File: src/rtl/pixel_uart_pkg.sv
// Shared types and defaults for the pixel UART send path and the frame-buffer receive path.
package pixel_uart_pkg;

    localparam int unsigned NUM_PIXELS_DEF = 200000;
    localparam int unsigned ADDR_W_DEF     = 18;
    localparam int unsigned BYTE_W         = 8;
    localparam int unsigned PIXEL_W        = 24;

    typedef enum logic [2:0] {
        ST_IDLE   = 3'd0,
        ST_READ   = 3'd1,
        ST_LATCH  = 3'd2,
        ST_SEND_R = 3'd3,
        ST_SEND_G = 3'd4,
        ST_SEND_B = 3'd5,
        ST_DONE   = 3'd6
    } state_t;

    // Frame-buffer word layout: blue in the top byte, red in the bottom byte.
    typedef struct packed {
        logic [BYTE_W-1:0] b;
        logic [BYTE_W-1:0] g;
        logic [BYTE_W-1:0] r;
    } pixel_t;

endpackage

File: src/rtl/pixel_uart_sender.sv
// Streams a frame buffer to a byte-level UART transmitter as R,G,B bytes per word,
// one read per pixel, with a done pulse once the last byte of the frame is accepted.
module pixel_uart_sender
    import pixel_uart_pkg::*;
#(
    parameter int unsigned NUM_PIXELS = NUM_PIXELS_DEF,
    parameter int unsigned ADDR_W     = ADDR_W_DEF
) (
    input  logic               clk,
    input  logic               rst_n,
    input  logic               start,
    input  logic [PIXEL_W-1:0] rd_data,
    input  logic               tx_ready,
    output logic               rd_en,
    output logic [ADDR_W-1:0]  addr,
    output logic               tx_valid,
    output logic [BYTE_W-1:0]  tx_data,
    output logic               busy,
    output logic               done
);

    localparam logic [ADDR_W-1:0] LAST_ADDR = ADDR_W'(NUM_PIXELS - 1);

    state_t              state;
    state_t              state_next;
    logic [ADDR_W-1:0]   addr_next;
    pixel_t              pixel;
    pixel_t              pixel_next;
    logic                xfer_c;

    logic                rd_en_d;
    logic                tx_valid_d;
    logic [BYTE_W-1:0]   tx_data_d;
    logic                busy_d;
    logic                done_d;

    assign xfer_c = tx_valid & tx_ready;

    // State, address and pixel registers.
    always_ff @(posedge clk or negedge rst_n) begin
        if (!rst_n) begin
            state <= ST_IDLE;
            addr  <= '0;
            pixel <= '0;
        end else begin
            state <= state_next;
            addr  <= addr_next;
            pixel <= pixel_next;
        end
    end

    // Next-state, address and pixel capture.
    always_comb begin
        state_next = state;
        addr_next  = addr;
        pixel_next = pixel;
        case (state)
            ST_IDLE: begin
                if (start) begin
                    state_next = ST_READ;
                end
            end
            ST_READ: begin
                state_next = ST_LATCH;
            end
            ST_LATCH: begin
                pixel_next = pixel_t'(rd_data);
                state_next = ST_SEND_R;
            end
            ST_SEND_R: begin
                if (xfer_c) begin
                    state_next = ST_SEND_G;
                end
            end
            ST_SEND_G: begin
                if (xfer_c) begin
                    state_next = ST_SEND_B;
                end
            end
            ST_SEND_B: begin
                if (xfer_c) begin
                    if (addr == LAST_ADDR) begin
                        state_next = ST_DONE;
                    end else begin
                        addr_next  = addr + ADDR_W'(1);
                        state_next = ST_READ;
                    end
                end
            end
            ST_DONE: begin
                addr_next  = '0;
                state_next = ST_IDLE;
            end
            default: begin
                addr_next  = '0;
                state_next = ST_IDLE;
            end
        endcase
    end

    // Outputs are decoded from the upcoming state so the registered copies line up with it.
    always_comb begin
        rd_en_d    = 1'b0;
        tx_valid_d = 1'b0;
        tx_data_d  = '0;
        busy_d     = (state_next != ST_IDLE);
        done_d     = 1'b0;
        case (state_next)
            ST_READ: begin
                rd_en_d = 1'b1;
            end
            ST_SEND_R: begin
                tx_valid_d = 1'b1;
                tx_data_d  = pixel_next.r;
            end
            ST_SEND_G: begin
                tx_valid_d = 1'b1;
                tx_data_d  = pixel_next.g;
            end
            ST_SEND_B: begin
                tx_valid_d = 1'b1;
                tx_data_d  = pixel_next.b;
            end
            ST_DONE: begin
                done_d = 1'b1;
            end
            default: begin
                rd_en_d = 1'b0;
            end
        endcase
    end

    // Output registers.
    always_ff @(posedge clk or negedge rst_n) begin
        if (!rst_n) begin
            rd_en    <= 1'b0;
            tx_valid <= 1'b0;
            tx_data  <= '0;
            busy     <= 1'b0;
            done     <= 1'b0;
        end else begin
            rd_en    <= rd_en_d;
            tx_valid <= tx_valid_d;
            tx_data  <= tx_data_d;
            busy     <= busy_d;
            done     <= done_d;
        end
    end

endmodule

File: config.mk
export PLATFORM = sky130hd
export DESIGN_NAME = pixel_uart_sender
export DESIGN_NICKNAME = d
export VERILOG_FILES = /design/src/rtl/pixel_uart_pkg.sv /design/src/rtl/pixel_uart_sender.sv
export SDC_FILE = /design/constraint.sdc
export NUM_CORES = 1
export LEC_CHECK = 0
export BUFFER_PORTS_ARGS = -buffer_cell sky130_fd_sc_hd__buf_2
export CAP_MARGIN = 10
export CORE_ASPECT_RATIO = 0.6
export CORE_MARGIN = 2
export CORE_UTILIZATION = 59
export CTS_BUF_LIST = sky130_fd_sc_hd__clkbuf_16
export DETAILED_ROUTE_END_ITERATION = 16
export PLACE_DENSITY_LB_ADDON = 0.15
export SLEW_MARGIN = 10
export SYNTH_ARGS = -nofsm -noshare
export SYNTH_HDL_FRONTEND = slang
export SYNTH_SLANG_ARGS = --single-unit
File: constraint.sdc
create_clock -name clk -period 5.9 [get_ports clk]
set_input_delay 0.295 -clock clk [delete_from_list [all_inputs] [get_ports clk]]
set_output_delay 0.295 -clock clk [all_outputs]
set_load 0.02 [all_outputs]
# [After elaboration in Yosys (flattened, before gate mapping)]
# Index checks and enable logic that the tools add are counted.
[word_totals] register_bits=57 inputBits=28 output_inout_bits=30 wordCells=45
[classes] addsub=1 n_eq_ne=13 muxes=14 bitwise_logic=2 n_reduce_logical=5
[op_table] op="$mux 18" n=2
[op_table] op="$pmux 18 s2" n=1
[op_table] op="$mux 24" n=1
[op_table] op="$pmux 8 s3" n=1
[op_table] op="$add 18x1->18 const B" n=1
[op_table] op="$eq 18x18->1 const B" n=1
[op_table] op="$pmux 3 s6" n=1
[op_table] op="$eq 3x3->1 const B" n=5
[op_table] op="$mux 3" n=5
[op_table] op="$eq 3x2->1 const B" n=3
[op_table] op="$eq 3x1->1 const B" n=2
[op_table] op="$reduce_or 5->1" n=1
[op_table] op="$ne 2x2->1 const B" n=2
[op_table] op="$logic_not 3->1" n=1
[op_table] op="$mux 1" n=3
[op_table] op="$reduce_and 3->1" n=1
[op_table] op="$reduce_bool 3->1" n=1
[op_table] op="$reduce_or 3->1" n=1
[op_table] op="$and 1x1->1" n=1
[op_table] op="$not 1->1" n=1

# [Longest topological paths before layout]
[depth] word_depth=7 depth_mapped=7 depth_no_buf=6

# [Worst setup path after synthesis]
# Ideal clock, no wire load.
[synth_timing] path_kind="flip-flop to flip-flop" startpoint="reg addr[13]" endpoint="reg tx_data[6]" setup_ns=0.136 t_arrival_ns=2.188 required_ns=5.764 setup_slack_ns=3.576 path_stages_with_launch=8 path_buffers=2 period_less_slack_ns=2.324 cell_sequence="dfrtp_1 -> or4b_1 -> or3_1 -> buf_6 -> nor3_4 -> or2_1 -> buf_6 -> o311ai_1"
[synth_between] elab_chain_len=6 elab_cells_between_ends=8 cone_classes="eq/ne (4); mux (4)"
[synth_rtl] item="from (decl)" line_no="pixel_uart_sender.sv:15" source="output logic [ADDR_W-1:0] addr,"
[synth_rtl] item="from (signal assigned)" line_no="pixel_uart_sender.sv:47" source="addr <= addr_next;"
[synth_rtl] item="$eq 18x18->1 *" line_no="pixel_uart_sender.sv:82" source="if (addr == LAST_ADDR) begin"
[synth_rtl] item="$mux 3 *" line_no="pixel_uart_sender.sv:82"
[synth_rtl] item="$mux 3 *" line_no="pixel_uart_sender.sv:81" source="if (xfer_c) begin"
[synth_rtl] item="$pmux 3 s6 *" line_no="pixel_uart_sender.sv:57" source="case (state)"
[synth_rtl] item="$eq 3x3->1 or $eq 3x2->1 (tied branches)" line_no="pixel_uart_sender.sv:108" source="case (state_next)"
[synth_rtl] item="$pmux 8 s3 *" line_no="pixel_uart_sender.sv:108"
[synth_rtl] item="net tx_data_d[6]" line_no="pixel_uart_sender.sv:33" source="logic [BYTE_W-1:0] tx_data_d;"
[synth_rtl] item="to (signal assigned)" line_no="pixel_uart_sender.sv:144" source="tx_data <= tx_data_d;"
[synth_rtl] item="to (decl)" line_no="pixel_uart_sender.sv:17" source="output logic [BYTE_W-1:0] tx_data,"
# Mark *: on every way through the listed nets, which the timed path passes. The rest lies on a longest branch.
# A chain may end at the register's enable or synchronous reset.

# [Worst setup path in the final report]
[layout_timing] startpoint="reg addr[6]" endpoint="reg tx_data[6]"
# Same word-level chain as after synthesis.

==> summary.md <==
| Metric | Value |
|---|---|
| RSZ-0062 raised after global routing | `false` |
| Post-Syn Nets | `291` |
| Share of post-route cells with drive strength above 1 | `0.325` |
| Final Max Slew Viols | `0` |
| # setup viols final | `0` |
| Total track usage | `0.263` |
| Pwr/cell area | `555 mW/mm2` |
| Delay-heaviest family, CP | `simple AND/OR/NAND/NOR gates` |
| Worst hold path type | `in2async` |
| CTS H-Tree Depth | `3` |
| Initial antenna violation count | `0` |
| Final design area excluding fillers | `0.00345 mm2` |
| Slew @ Worst Pin | `0.989 ns` |
| Critical Path AT | `2.89 ns` |
| Post-synth top area cell | `dfrtp_1` |
| WL/cell | `16.4 um` |
| Worst-path clk slew | `0.05 ns` |
| Cell count after synthesis | `262` |
| Syn avg cell area | `10.9 um2` |
| Global-route wire length before repair | `10.6 mm` |
| Fin cells | `386` |
| CP max-delay cell | `or4b_1` |
| Routed vias | `2211` |
| Worst slew margin | `0.322` |
| IO buf count | `57` |
| Critical path startpoint | `addr[6]` |
| Synth top cells by count | `dfrtp_1 (57), mux2_2 (24), nand2b_1 (22)` |
| Layout Skew | `0.00822 ns` |
| Critical path class | `reg2reg` |
| Critical-path maximum fanout | `10` |
| Status | `complete, no violations` |
| Area taken by multi-input logic gates | `0.00134 mm2` |
| Clk buf depth | `2` |
| CTS sink cnt | `57` |
| Leading register cell type out of synthesis | `dfrtp_1` |
| Overflow after GRT | `0` |
| RePlAce Congestion | `0.937` |
| Async S/R FF share, synth | `1.00` |
| Worst reg2reg setup slack | `3.18 ns` |
| Maximum clock frequency | `0.367 GHz` |
| CTS tree | `done` |
| DR pass1 iterations | `5` |
| Io pins | `58` |
| Net count, final | `347` |
| Clock Latency Late Sink | `0.32 ns` |
| Number of global-route vias before repair | `2074` |
| TritonCTS buffer count | `9` |
| Post-Syn Area | `0.00286 mm2` |
| Most common cell in the netlist | `dfrtp_1` |
| Reg-to-Reg End | `tx_data[6]` |
| Site row count | `19` |
| Worst reg2reg path depth | `5` |
| Largest net degree at the start of global routing | `58` |
| # DRC | `0` |
| CP endpoint kind | `flop` |
| Synth Warn # | `0` |
| Final core utilization | `0.748` |
| Setup Buffers After CTS | `0` |
| Placed Instances | `370` |
| Drt initial violations | `154` |
| Die height | `57.9 um` |
| Setup TNS | `0 ns` |
| Max cap viols | `0` |
| Share of the synthesized area in the top cell type | `0.499` |
| R2R Path Start | `addr[6]` |
| Post-Route WL | `6.32 mm` |
| Number of gates resized after CTS | `0` |
| Critical path's largest stage delay | `0.57 ns` |
| Post-synth EDFFs | `0` |
| Critical Path RT | `6.07 ns` |
| Static leakage | `0.00163 uW` |
| Core Box Area | `0.00461 mm2` |
| Seq/Total Area, Yosys | `0.499` |
| Die area | `0.00543 mm2` |
| Final hold vios | `0` |
| Leading post-synthesis cells by cell area | `dfrtp_1 (50%), mux2_2 (9.5%), nand2b_1 (4.8%), o211ai_2 (3.1%), nand2_1 (2.2%)` |
| Area after DPL | `0.00317 mm2` |
| Post-route minimum period | `2.72 ns` |
| Hold buffer count at CTS | `0` |
| Sequential cell area | `0.00143 mm2` |
| Number of library cell types mapped by synthesis | `43` |
| Crit start category | `flop` |
| Initial core utilization | `0.619` |
| DPL Wire Length | `4.35 mm` |
| Tcrit/Tclk final | `0.461` |
| DR vias/cell | `5.73` |
| # diodes | `0` |
| Fillers | `339` |
| Die width | `93.8 um` |
| Area Overhead vs Synth | `20.8%` |
| Number of synthesized register bits | `57` |
| Buf/Inv on CP | `0` |
| Clock root cell | `clkbuf_16` |
| Max IR drop VDD | `0.000317 V` |
| Critical Path, Cell by Cell | `or4b_1 > or3_1 > nor3_4 > or2_1 > o311ai_1` |
| Routed Antenna Nets | `0` |
-- sequential cells by signal, summed over array words and instances (netlist names) --
register  cells
done          1
state         3
tx_data       8
addr         18
busy          1
tx_valid      1
rd_en         1
pixel        24
-- layout by cell type (no fill, tap or decap), types with 7 or more instances in the layout --
| cell | instances |
|---|---|
| nand2b_1 | 22 |
| dfrtp_1 | 57 |
| nand3_1 | 11 |
| clkbuf_16 | 9 |
| inv_1 | 11 |
| o21bai_1 | 7 |
| nand2_1 | 17 |
| buf_2 | 57 |
| o211ai_2 | 7 |
| nor2_1 | 15 |
| mux2_2 | 24 |
| o21ai_0 | 9 |
-- area by class of cell --
class                           count  share of cell area
Clock buffer                        9              0.0653
Clock inverter                      7              0.0160
Inverter                            8             0.00870
Multi-Input combinational cell    183               0.387
Sequential cell                    57               0.413
Tap cell                           63              0.0228
Timing Repair Buffer               59              0.0870
-- worst max-delay path by stage --
stage / to / slack, ns / cells after the start
after global placement: tx_data[6] / 3.25 / 5
after global routing: tx_data[6] / 3.02 / 5
after detailed placement: tx_data[6] / 3.19 / 5
after CTS: tx_data[6] / 3.19 / 5
after floorplan: tx_data[6] / 3.58 / 7
final: tx_data[6] / 3.18 / 5
-- where the power goes --
part	total [uW]	internal, uW	switching, uW
clock network	481	318	164
logic	754	328	426
registers	679	548	131
-- kinds of logic after synthesis --
family	share of synthesized area
xor gates and xnor gates	0.0245
AOI/OAI and AO/OA	0.128
adders and majority gates	0.00438
and+or+nand+nor	0.202
muxes	0.106
DFF	0.499
buffers and inverters	0.0355
-- worst register-to-register path: stages, from the launching register on --
cell and delay [ns]:
dfrtp_1 0.46, or4b_1 0.57, or3_1 0.49, nor3_4 0.41, or2_1 0.49, o311ai_1 0.16
-- layer usage --
metal	global-route usage	vias to the layer above	wire [um]
li1	-	1054	-
met3	0.0871	17	510
met4	0.106	0	118
met1	0.401	1041	3070
met5	0	-	0
met2	0.345	99	2620
-- metrics by stage --
stage / hold slack, ns / worst slack, ns / power [uW]
after floorplan: -0.000591 / 3.58 / 1240
after global routing: 0.170 / 3.02 / 2040
final: 0.0962 / 3.18 / 1910
after detailed placement: 0.472 / 3.19 / 1430
after global placement: 0.477 / 3.25 / 1400
after CTS: 0.124 / 3.19 / 1920
No activity file was read; power rests on OpenSTA's default activity.
